[src/rtl/id_stage_pipe_pkg.sv]
// -----------------------------------------------------------------------------
// id_pkg : shared definitions for the MIPS decode stage (id_stage_pipe).
//   - Opcode constants for the supported instruction classes.
//   - ALU operation-class encodings passed to EX.
//   - ctrl_t : packed control bundle carried in the ID/EX register.
// -----------------------------------------------------------------------------
package id_pkg;

  localparam logic [5:0] OP_RTYPE = 6'b000000;
  localparam logic [5:0] OP_LW    = 6'b100011;
  localparam logic [5:0] OP_SW    = 6'b101011;
  localparam logic [5:0] OP_ADDI  = 6'b001000;
  localparam logic [5:0] OP_BEQ   = 6'b000100;
  localparam logic [5:0] OP_BNE   = 6'b000101;

  localparam logic [1:0] ALUOP_ADD   = 2'b00;
  localparam logic [1:0] ALUOP_SUB   = 2'b01;
  localparam logic [1:0] ALUOP_FUNCT = 2'b10;

  typedef struct packed {
    logic       alusrc;
    logic       memtoreg;
    logic       memwrite;
    logic       memread;
    logic       regwrite;
    logic       regdst;
    logic [1:0] aluop;
  } ctrl_t;

endpackage

[src/rtl/id_stage_pipe_regfile.sv]
// -----------------------------------------------------------------------------
// id_regfile : two-read / one-write register file for the decode stage.
//   Register 0 is hard-wired to zero. A read of the register being written in
//   the same cycle returns the write data (write-first bypass), so write-back
//   and decode can overlap without an extra forwarding path.
// Ports:
//   clk, rst              clock, synchronous active-high reset (clears all regs)
//   we_i, waddr_i, wdata_i write port
//   raddr_a_i, raddr_b_i   read addresses
//   rdata_a_o, rdata_b_o   combinational read data
// -----------------------------------------------------------------------------
module id_regfile #(
  parameter int REG_WIDTH     = 8,
  parameter int REG_DIR_WIDTH = 3
) (
  input  logic                     clk,
  input  logic                     rst,
  input  logic                     we_i,
  input  logic [REG_DIR_WIDTH-1:0] waddr_i,
  input  logic [REG_WIDTH-1:0]     wdata_i,
  input  logic [REG_DIR_WIDTH-1:0] raddr_a_i,
  input  logic [REG_DIR_WIDTH-1:0] raddr_b_i,
  output logic [REG_WIDTH-1:0]     rdata_a_o,
  output logic [REG_WIDTH-1:0]     rdata_b_o
);

  localparam int DEPTH = 1 << REG_DIR_WIDTH;

  // Register 0 has no storage; it is synthesised as a constant.
  logic [REG_WIDTH-1:0] regs_q [1:DEPTH-1];

  // NOTE: the array is reset on purpose: a mid-run reset must leave every
  // register reading zero, which rules out a reset-less RAM macro here.
  always_ff @(posedge clk) begin
    if (rst) begin
      for (int i = 1; i < DEPTH; i++) regs_q[i] <= '0;
    end else if (we_i && (waddr_i != '0)) begin
      regs_q[waddr_i] <= wdata_i;
    end
  end

  function automatic logic [REG_WIDTH-1:0] read_port(input logic [REG_DIR_WIDTH-1:0] addr);
    if (addr == '0)                    return '0;
    else if (we_i && (waddr_i == addr)) return wdata_i;
    else                               return regs_q[addr];
  endfunction

  assign rdata_a_o = read_port(raddr_a_i);
  assign rdata_b_o = read_port(raddr_b_i);

endmodule

[src/rtl/id_stage_pipe.sv]
// -----------------------------------------------------------------------------
// id_stage_pipe : MIPS instruction-decode stage with its own ID/EX register.
//   Decodes the IF/ID instruction, reads the register file, forwards EX/MEM
//   results into the operands, detects load-use (and branch-compare) hazards,
//   resolves beq in ID and registers the decoded bundle for EX.
// Optional feature (macro ID_BNE_EN): when defined, opcode 000101 (bne) is a
//   branch taken on unequal operands; when undefined it decodes as a NOP.
// Ports:
//   clk, rst                       clock, synchronous active-high reset
//   ifid_valid, instr, pc_next     instruction and PC+4 from IF/ID
//   wb_we, wb_reg, wb_data         write-back port into the register file
//   ex_regwrite, ex_memread, ex_rd, ex_result   state of the EX instruction
//   mem_regwrite, mem_rd, mem_result            state of the MEM instruction
//   stall, if_flush, branch_target combinational hazard / branch outputs
//   idex_*                         registered ID/EX bundle
// -----------------------------------------------------------------------------
module id_stage_pipe #(
  parameter int REG_WIDTH     = 8,
  parameter int REG_DIR_WIDTH = 3,
  parameter int IMM_IN_WIDTH  = 16,
  parameter int PC_WIDTH      = 8
) (
  input  logic                     clk,
  input  logic                     rst,
  input  logic                     ifid_valid,
  input  logic [31:0]              instr,
  input  logic [PC_WIDTH-1:0]      pc_next,
  input  logic                     wb_we,
  input  logic [REG_DIR_WIDTH-1:0] wb_reg,
  input  logic [REG_WIDTH-1:0]     wb_data,
  input  logic                     ex_regwrite,
  input  logic                     ex_memread,
  input  logic [REG_DIR_WIDTH-1:0] ex_rd,
  input  logic [REG_WIDTH-1:0]     ex_result,
  input  logic                     mem_regwrite,
  input  logic [REG_DIR_WIDTH-1:0] mem_rd,
  input  logic [REG_WIDTH-1:0]     mem_result,
  output logic                     stall,
  output logic                     if_flush,
  output logic [PC_WIDTH-1:0]      branch_target,
  output logic                     idex_valid,
  output logic [REG_WIDTH-1:0]     idex_rd1,
  output logic [REG_WIDTH-1:0]     idex_rd2,
  output logic [REG_WIDTH-1:0]     idex_imm,
  output logic [REG_DIR_WIDTH-1:0] idex_rs,
  output logic [REG_DIR_WIDTH-1:0] idex_rt,
  output logic [REG_DIR_WIDTH-1:0] idex_rd,
  output logic                     idex_alusrc,
  output logic                     idex_memtoreg,
  output logic                     idex_memwrite,
  output logic                     idex_memread,
  output logic                     idex_regwrite,
  output logic                     idex_regdst,
  output logic [1:0]               idex_aluop
);

  import id_pkg::*;

  // ---------------------------------------------------------------- fields
  logic [5:0]               opcode;
  logic [REG_DIR_WIDTH-1:0] rs, rt, rd;
  logic signed [31:0]       imm_sext32;
  logic [31:0]              br_offset;
  logic [REG_WIDTH-1:0]     imm;

  assign opcode     = instr[31:26];
  assign rs         = instr[21 +: REG_DIR_WIDTH];
  assign rt         = instr[16 +: REG_DIR_WIDTH];
  assign rd         = instr[11 +: REG_DIR_WIDTH];
  assign imm_sext32 = 32'(signed'(instr[IMM_IN_WIDTH-1:0]));
  assign imm        = imm_sext32[REG_WIDTH-1:0];
  assign br_offset  = imm_sext32 << 2;

  // Wraps modulo 2**PC_WIDTH by truncation.
  assign branch_target = pc_next + br_offset[PC_WIDTH-1:0];

  // Bits not consumed under every parameter set (funct, shamt, upper sext).
  logic unused_bits;
  assign unused_bits = ^{instr, imm_sext32, br_offset};

  // ---------------------------------------------------------- register file
  logic [REG_WIDTH-1:0] rf_a, rf_b;

  id_regfile #(
    .REG_WIDTH     (REG_WIDTH),
    .REG_DIR_WIDTH (REG_DIR_WIDTH)
  ) u_regfile (
    .clk       (clk),
    .rst       (rst),
    .we_i      (wb_we),
    .waddr_i   (wb_reg),
    .wdata_i   (wb_data),
    .raddr_a_i (rs),
    .raddr_b_i (rt),
    .rdata_a_o (rf_a),
    .rdata_b_o (rf_b)
  );

  // ------------------------------------------------------------- forwarding
  // EX beats MEM because it is the younger producer. A load in EX has no
  // data yet, so it is never forwarded; the stall below covers that case.
  function automatic logic [REG_WIDTH-1:0] fwd(input logic [REG_DIR_WIDTH-1:0] src,
                                               input logic [REG_WIDTH-1:0]     rf_val);
    if (ex_regwrite && !ex_memread && (ex_rd == src) && (src != '0)) return ex_result;
    else if (mem_regwrite && (mem_rd == src) && (src != '0))         return mem_result;
    else                                                             return rf_val;
  endfunction

  logic [REG_WIDTH-1:0] op1, op2;
  assign op1 = fwd(rs, rf_a);
  assign op2 = fwd(rt, rf_b);

  // ---------------------------------------------------------------- decode
  ctrl_t ctrl;
  logic  is_beq, is_bne, is_branch;

  // NOTE: every output gets a default before the case, so opcodes that match
  // no item cannot leave a variable unassigned and infer a latch.
  always_comb begin
    ctrl   = '0;
    is_beq = 1'b0;
    is_bne = 1'b0;
    case (opcode)
      OP_RTYPE: begin
        ctrl.regdst   = 1'b1;
        ctrl.regwrite = 1'b1;
        ctrl.aluop    = ALUOP_FUNCT;
      end
      OP_LW: begin
        ctrl.alusrc   = 1'b1;
        ctrl.memtoreg = 1'b1;
        ctrl.memread  = 1'b1;
        ctrl.regwrite = 1'b1;
        ctrl.aluop    = ALUOP_ADD;
      end
      OP_SW: begin
        ctrl.alusrc   = 1'b1;
        ctrl.memwrite = 1'b1;
        ctrl.aluop    = ALUOP_ADD;
      end
      OP_ADDI: begin
        ctrl.alusrc   = 1'b1;
        ctrl.regwrite = 1'b1;
        ctrl.aluop    = ALUOP_ADD;
      end
      OP_BEQ: begin
        ctrl.aluop = ALUOP_SUB;
        is_beq     = 1'b1;
      end
`ifdef ID_BNE_EN
      OP_BNE: begin
        ctrl.aluop = ALUOP_SUB;
        is_bne     = 1'b1;
      end
`endif
      default: ;
    endcase
  end

  assign is_branch = is_beq | is_bne;

  // --------------------------------------------------------------- hazards
  logic src_hit_ex, load_use, branch_dep;

  assign src_hit_ex = (ex_rd != '0) && ((ex_rd == rs) || (ex_rd == rt));
  assign load_use   = ex_memread && src_hit_ex;
  // The branch compares in ID, before an EX ALU result is registered.
  assign branch_dep = is_branch && ex_regwrite && src_hit_ex;

  assign stall    = !rst && ifid_valid && (load_use || branch_dep);
  assign if_flush = !rst && ifid_valid && !stall &&
                    ((is_beq && (op1 == op2)) || (is_bne && (op1 != op2)));

  // ------------------------------------------------------- ID/EX register
  ctrl_t                    ctrl_d, ctrl_q;
  logic                     valid_d, valid_q;
  logic [REG_WIDTH-1:0]     rd1_d, rd1_q, rd2_d, rd2_q, imm_d, imm_q;
  logic [REG_DIR_WIDTH-1:0] rs_d, rs_q, rt_d, rt_q, rd_d, rd_q;

  // Branches are fully resolved here, so they leave a bubble for EX.
  always_comb begin
    ctrl_d  = '0;
    valid_d = 1'b0;
    rd1_d   = '0;
    rd2_d   = '0;
    imm_d   = '0;
    rs_d    = '0;
    rt_d    = '0;
    rd_d    = '0;
    if (ifid_valid && !stall && !is_branch) begin
      ctrl_d  = ctrl;
      valid_d = 1'b1;
      rd1_d   = op1;
      rd2_d   = op2;
      imm_d   = imm;
      rs_d    = rs;
      rt_d    = rt;
      rd_d    = rd;
    end
  end

  // NOTE: state is updated with non-blocking assignments so every register
  // samples the pre-edge values, independent of statement order.
  always_ff @(posedge clk) begin
    if (rst) begin
      ctrl_q  <= '0;
      valid_q <= 1'b0;
      rd1_q   <= '0;
      rd2_q   <= '0;
      imm_q   <= '0;
      rs_q    <= '0;
      rt_q    <= '0;
      rd_q    <= '0;
    end else begin
      ctrl_q  <= ctrl_d;
      valid_q <= valid_d;
      rd1_q   <= rd1_d;
      rd2_q   <= rd2_d;
      imm_q   <= imm_d;
      rs_q    <= rs_d;
      rt_q    <= rt_d;
      rd_q    <= rd_d;
    end
  end

  assign idex_valid    = valid_q;
  assign idex_rd1      = rd1_q;
  assign idex_rd2      = rd2_q;
  assign idex_imm      = imm_q;
  assign idex_rs       = rs_q;
  assign idex_rt       = rt_q;
  assign idex_rd       = rd_q;
  assign idex_alusrc   = ctrl_q.alusrc;
  assign idex_memtoreg = ctrl_q.memtoreg;
  assign idex_memwrite = ctrl_q.memwrite;
  assign idex_memread  = ctrl_q.memread;
  assign idex_regwrite = ctrl_q.regwrite;
  assign idex_regdst   = ctrl_q.regdst;
  assign idex_aluop    = ctrl_q.aluop;

endmodule

[config.mk]
export PLATFORM = sky130hd
export DESIGN_NAME = id_stage_pipe
export DESIGN_NICKNAME = d
export VERILOG_FILES = /design/src/rtl/id_stage_pipe_pkg.sv /design/src/rtl/id_stage_pipe_regfile.sv /design/src/rtl/id_stage_pipe.sv
export SDC_FILE = /design/constraint.sdc
export NUM_CORES = 1
export LEC_CHECK = 0
export BUFFER_PORTS_ARGS = -buffer_cell sky130_fd_sc_hd__buf_2
export CAP_MARGIN = 40
export CORE_UTILIZATION = 44
export CTS_CLUSTER_DIAMETER = 30
export DETAILED_ROUTE_END_ITERATION = 10
export PLACE_DENSITY = 0.67
export SYNTH_ARGS = -nofsm -noshare
export SYNTH_HDL_FRONTEND = slang
export SYNTH_SLANG_ARGS = --single-unit
[constraint.sdc]
create_clock -name clk -period 2.7 [get_ports clk]
set_input_delay 0.27 -clock clk [delete_from_list [all_inputs] [get_ports clk]]
set_output_delay 0.27 -clock clk [all_outputs]
set_load 0.005 [all_outputs]
# ---- Word level (Yosys, flattened, before mapping)
# Memories as Yosys holds them, arrays and structs flattened.
# Index checks and enable logic that the tools add are counted.
dict set report op_classes {
  add_sub_neg 1
  eq_ne 11
  mux 24
  bitwise 1
  n_reduce_logical 40
}
# cell count
set op_table {}
lappend op_table {{$mux W8} 9}
lappend op_table {{$logic_and A1 B1 Y1} 23}
lappend op_table {{$eq A3 B3 Y1} 6}
lappend op_table {{$mux W1} 13}
lappend op_table {{$eq A6 B6 Y1 const B} 2}
lappend op_table {{$reduce_bool A3 Y1} 4}
lappend op_table {{$add A8 B8 Y8} 1}
lappend op_table {{$eq A8 B8 Y1} 1}
lappend op_table {{$reduce_or A8 Y1} 1}
lappend op_table {{$eq A6 B3 Y1 const B} 1}
lappend op_table {{$eq A6 B4 Y1 const B} 1}
lappend op_table {{$logic_not A3 Y1} 2}
lappend op_table {{$logic_not A6 Y1} 1}
lappend op_table {{$reduce_or A3 Y1} 2}
lappend op_table {{$logic_not A1 Y1} 4}
lappend op_table {{$pmux W2 S2} 1}
lappend op_table {{$mux W3} 1}
lappend op_table {{$logic_or A1 B1 Y1} 2}
lappend op_table {{$reduce_or A2 Y1} 1}
lappend op_table {{$not A1 Y1} 1}
dict set report word_totals {
  reg_bits 41
  ram_bits 56
  input_bits 80
  out_inout_bits 52
  wordCells 91
  n_memories 1
}
# name words word_bits rd rd_clocked_by_memory_dff wr line_no
set memory_table {}
lappend memory_table {u_regfile.regs_q 7 8 2 0 7 id_stage_pipe_regfile.sv:30} ;# logic [REG_WIDTH-1:0] regs_q [1:DEPTH-1];

# ---- Longest topological paths before layout
dict set report depth {
  depth_word 11
  ltp_mapped 11
  ltp_nobuf 8
}

# ---- Cells and area by module
# Synthesis repeated with hierarchy kept, for this count alone.
dict set report unflattened {
  cells_unflattened 473
  hier_area_um2 5854.4
}
# module n_inst cells_per_inst area_each_um2 seq_area_each_um2
set by_module_without_submodules {}
lappend by_module_without_submodules {id_regfile 1 242 3722.3 1921.8}
lappend by_module_without_submodules {id_stage_pipe 1 231 2132.0 820.8}

# ---- Worst setup path after synthesis
# No wires, ideal clock.
dict set report synth_timing {
  path_kind {input to output}
  from {input instr[17]}
  to {output if_flush}
  arrival_ns 2.086
  t_required_ns 2.430
  path_slack_ns 0.344
  path_stages 9
  n_path_buf 1
  path_cell_list {buf_4 > mux4_2 > mux2_2 > mux2i_1 > nor2_1 > o22ai_1 > xnor2_1 > nand3_1 > nor4_2}
}
dict set report synth_via {
  elab_chain_cells 9
  word_cells_on_any_way 26
  cone_classes {eq/ne (4); mux (4); reduce/logical (17); memory (1)}
}
# element line_no
set synth_rtl {}
lappend synth_rtl {{start: declaration} id_stage_pipe.sv:26} ;# input logic [31:0] instr,
lappend synth_rtl {{parallel branches: the longest is 8 deep, another holds $mem_v2 Z7 W8} --}
lappend synth_rtl {{$logic_and A1 B1 Y1 *} id_stage_pipe.sv:171} ;# assign if_flush = !rst && ifid_valid && !stall &&
lappend synth_rtl {{end: declaration} id_stage_pipe.sv:39} ;# output logic if_flush,
# Every way passes the cells marked *.

==> metrics.txt <==
vias per cell=5.22; Hold Path Class=primary input to flip-flop; Filler Cell Count=1090; CTS tree=done; total grt overflow=0; Crit Path Max Fanout=2; Leak=3.01 nW; Starting Density=45.2%; worst-skew pair later-pin latency=0.34 ns; layout cells sized above 1=39.7%; RR Startpoint=u_regfile.regs_q[6][0]; GRT Total Usage=20.2%; RSZ-0062 raised after global routing=yes; chip width=116 um; Worst setup endpoint=if_flush; final-report setup violation count=1; via count of the first global-routing pass=4004; status=complete, but fails checks; max cap viols=0; clk root buf=clkbuf_16; Synth Instances=455; TNS Setup=-0.0185 ns; I/O pin count=132; Post-synth EDFFs=64; Antenna Cells=0; IO Port Bufs=118; most frequent cell after synthesis=and2_1; core area=12700 um^2; FF-to-FF setup slack=0.86 ns; initial antenna violation count=0; register area share after synthesis=47.9%; Worst setup SP type=flip-flop; ys flop type=edfxtp_1; GP Congestion=0.902; die area=13500 um^2; worst setup margin=-0.0185 ns; Synth top area share=33.6%; Syn-to-layout area delta=22.6%; cells taking the most area after synthesis=edfxtp_1 34%, dfxtp_1 14%, mux4_2 9.8%; Max VDD drop=0.319 mV; CTS Hold Bufs=0; Wirelength per Cell=16.7 um; synthesis-stage register bit count=105; CP Class=flip-flop to output port; Pwr per Cell Area=551 nW/um^2; Clk pin slew, worst setup/hold paths=0.07 ns; DP HPWL=10200 um; first-pass GRT wire length=20200 um; dominant cell type by area after synthesis=edfxtp_1; Setup crit end kind=output port; CTS sink count=105; post-route ant nets=0; mapped cell area=5720 um^2; Routed WL=13000 um; worst-case reg-to-reg path depth=7; Synth cell types=57; clk buf depth=2; pins over their slew limit=0; most frequent cells after synthesis=73 x and2_1, 64 x edfxtp_1, 41 x dfxtp_1; Die Span Y=116 um; final instance area=7020 um^2; # rows=41; Final Skew=0.00595 ns; r2r endpoint=idex_rd2[0]; final hold violation count=0; minimum clock period=2.72 ns; residual DRC count=0; WP data arrival=2.45 ns; Yosys warning total=0; Initial DRT Pass Iterations=4; DP Area=6660 um^2; crit share post-route=101%; DRT iter0 DRCs=227; routed vias=4077; nets@finish=690; CTS buffer count=9; pin count of the biggest net entering global routing=19; H-Tree Depth=3; Crit. Startpoint=u_regfile.regs_q[6][6]; Fmax achieved=368 MHz; failing checks=negative setup slack; Avg Inst Size Synth=12.6 um^2; Async SR Flop Fraction=0%; Worst Path Required=2.43 ns
[per-layer routing]
metal / GRT usage (%) / routed length (um)
met5: 0 / 0
met3: 4.03 / 776
met2: 35.3 / 6510
met4: 6.58 / 130
met1: 25.0 / 5640
[layout make-up]
| type | instances | area [um^2] | area share [%] |
|---|---|---|---|
| clock buffer | 11 | 254 | 3.62 |
| clock inverter | 5 | 35.0 | 0.499 |
| inverter | 8 | 30.0 | 0.428 |
| multi-input combinational | 325 | 2830 | 40.3 |
| sequential | 105 | 2740 | 39.1 |
| tap | 172 | 215 | 3.07 |
| timing repair buffer | 155 | 916 | 13.0 |
[logic make-up after synthesis]
| kind of cell | Yosys count | synth area share, % |
|---|---|---|
| AO/OA/AOI/OAI | 65 | 8.13 |
| XOR/XNOR | 29 | 4.90 |
| adder cells (fa/ha/maj) | 6 | 1.44 |
| buffers and inverters | 33 | 4.22 |
| flip-flops | 105 | 47.9 |
| multiplexers | 48 | 15.9 |
| other | 1 | 0.0655 |
| AND/OR/NAND/NOR | 168 | 17.4 |
[worst min path at each step]
stage                     startpoint            end  slack (ns)  cells after the start
after global placement     instr[13]     idex_rd[2]        0.47                      2
after detailed placement    instr[7]    idex_imm[7]        0.48                      2
after floorplan            instr[29]  idex_aluop[1]        0.35                      1
after CTS                   instr[7]    idex_imm[7]        0.12                      2
after global routing       instr[12]     idex_rd[1]        0.12                      2
final                       instr[7]    idex_imm[7]        0.13                      2
[stage by stage]
step | utilization (%) | setup WS [ns] | hold slack [ns] | std cells | power [mW]
2_1_floorplan | - | 0.344 | 0.349 | 463 | 2.31
3_3_place_gp | 52.5 | -0.0470 | 0.470 | 764 | 2.57
3_5_place_dp | 52.5 | -0.0712 | 0.477 | 764 | 2.59
4_1_cts | 55.2 | -0.0497 | 0.121 | 781 | 3.87
5_1_grt | 55.4 | -0.143 | 0.124 | 781 | 4.02
6_report | 55.4 | -0.0185 | 0.131 | 781 | 3.87
[report_power, final]
part | leakage [nW] | internal (mW) | total (mW) | switching [mW]
combinational | 1.91 | 0.383 | 0.740 | 0.357
sequential | 0.950 | 1.79 | 1.84 | 0.0418
clock | 0.148 | 0.690 | 1.29 | 0.600
total | 3.01 | 2.87 | 3.87 | 0.999
[sequential cells by signal, indices dropped and copies added (netlist names), 2 cells and up]
signal            flops
u_regfile.regs_q     64
idex_rd2              8
idex_aluop            2
idex_rd               3
idex_rt               3
idex_rs               3
idex_rd1              8
idex_imm              8
[cells in the final DEF (no fill, tap or decap), types with 13 or more instances in the layout]
master	count
a21o_1	16
buf_2	117
xnor2_1	25
nor2_1	38
dfxtp_1	41
buf_4	32
mux2i_1	13
and2_1	73
mux4_2	27
edfxtp_1	64
[worst max-delay path, stage by stage, from the launching register on]
cell	delay, ns
edfxtp_1	0.43
mux4_2	0.49
nand2b_1	0.09
and3_1	0.17
nor3_1	0.06
o22ai_1	0.20
xnor2_1	0.16
nand4_1	0.12
nor4_2	0.24
buf_2	0.15
[what timing repair did]
item / in CTS / in global routing
pin swaps: 10 / 2
buffers inserted: 1 / 0
setup endpoints to repair: 1 / 1
resized for setup: 9 / 8
No activity file was read; power rests on OpenSTA's default activity.
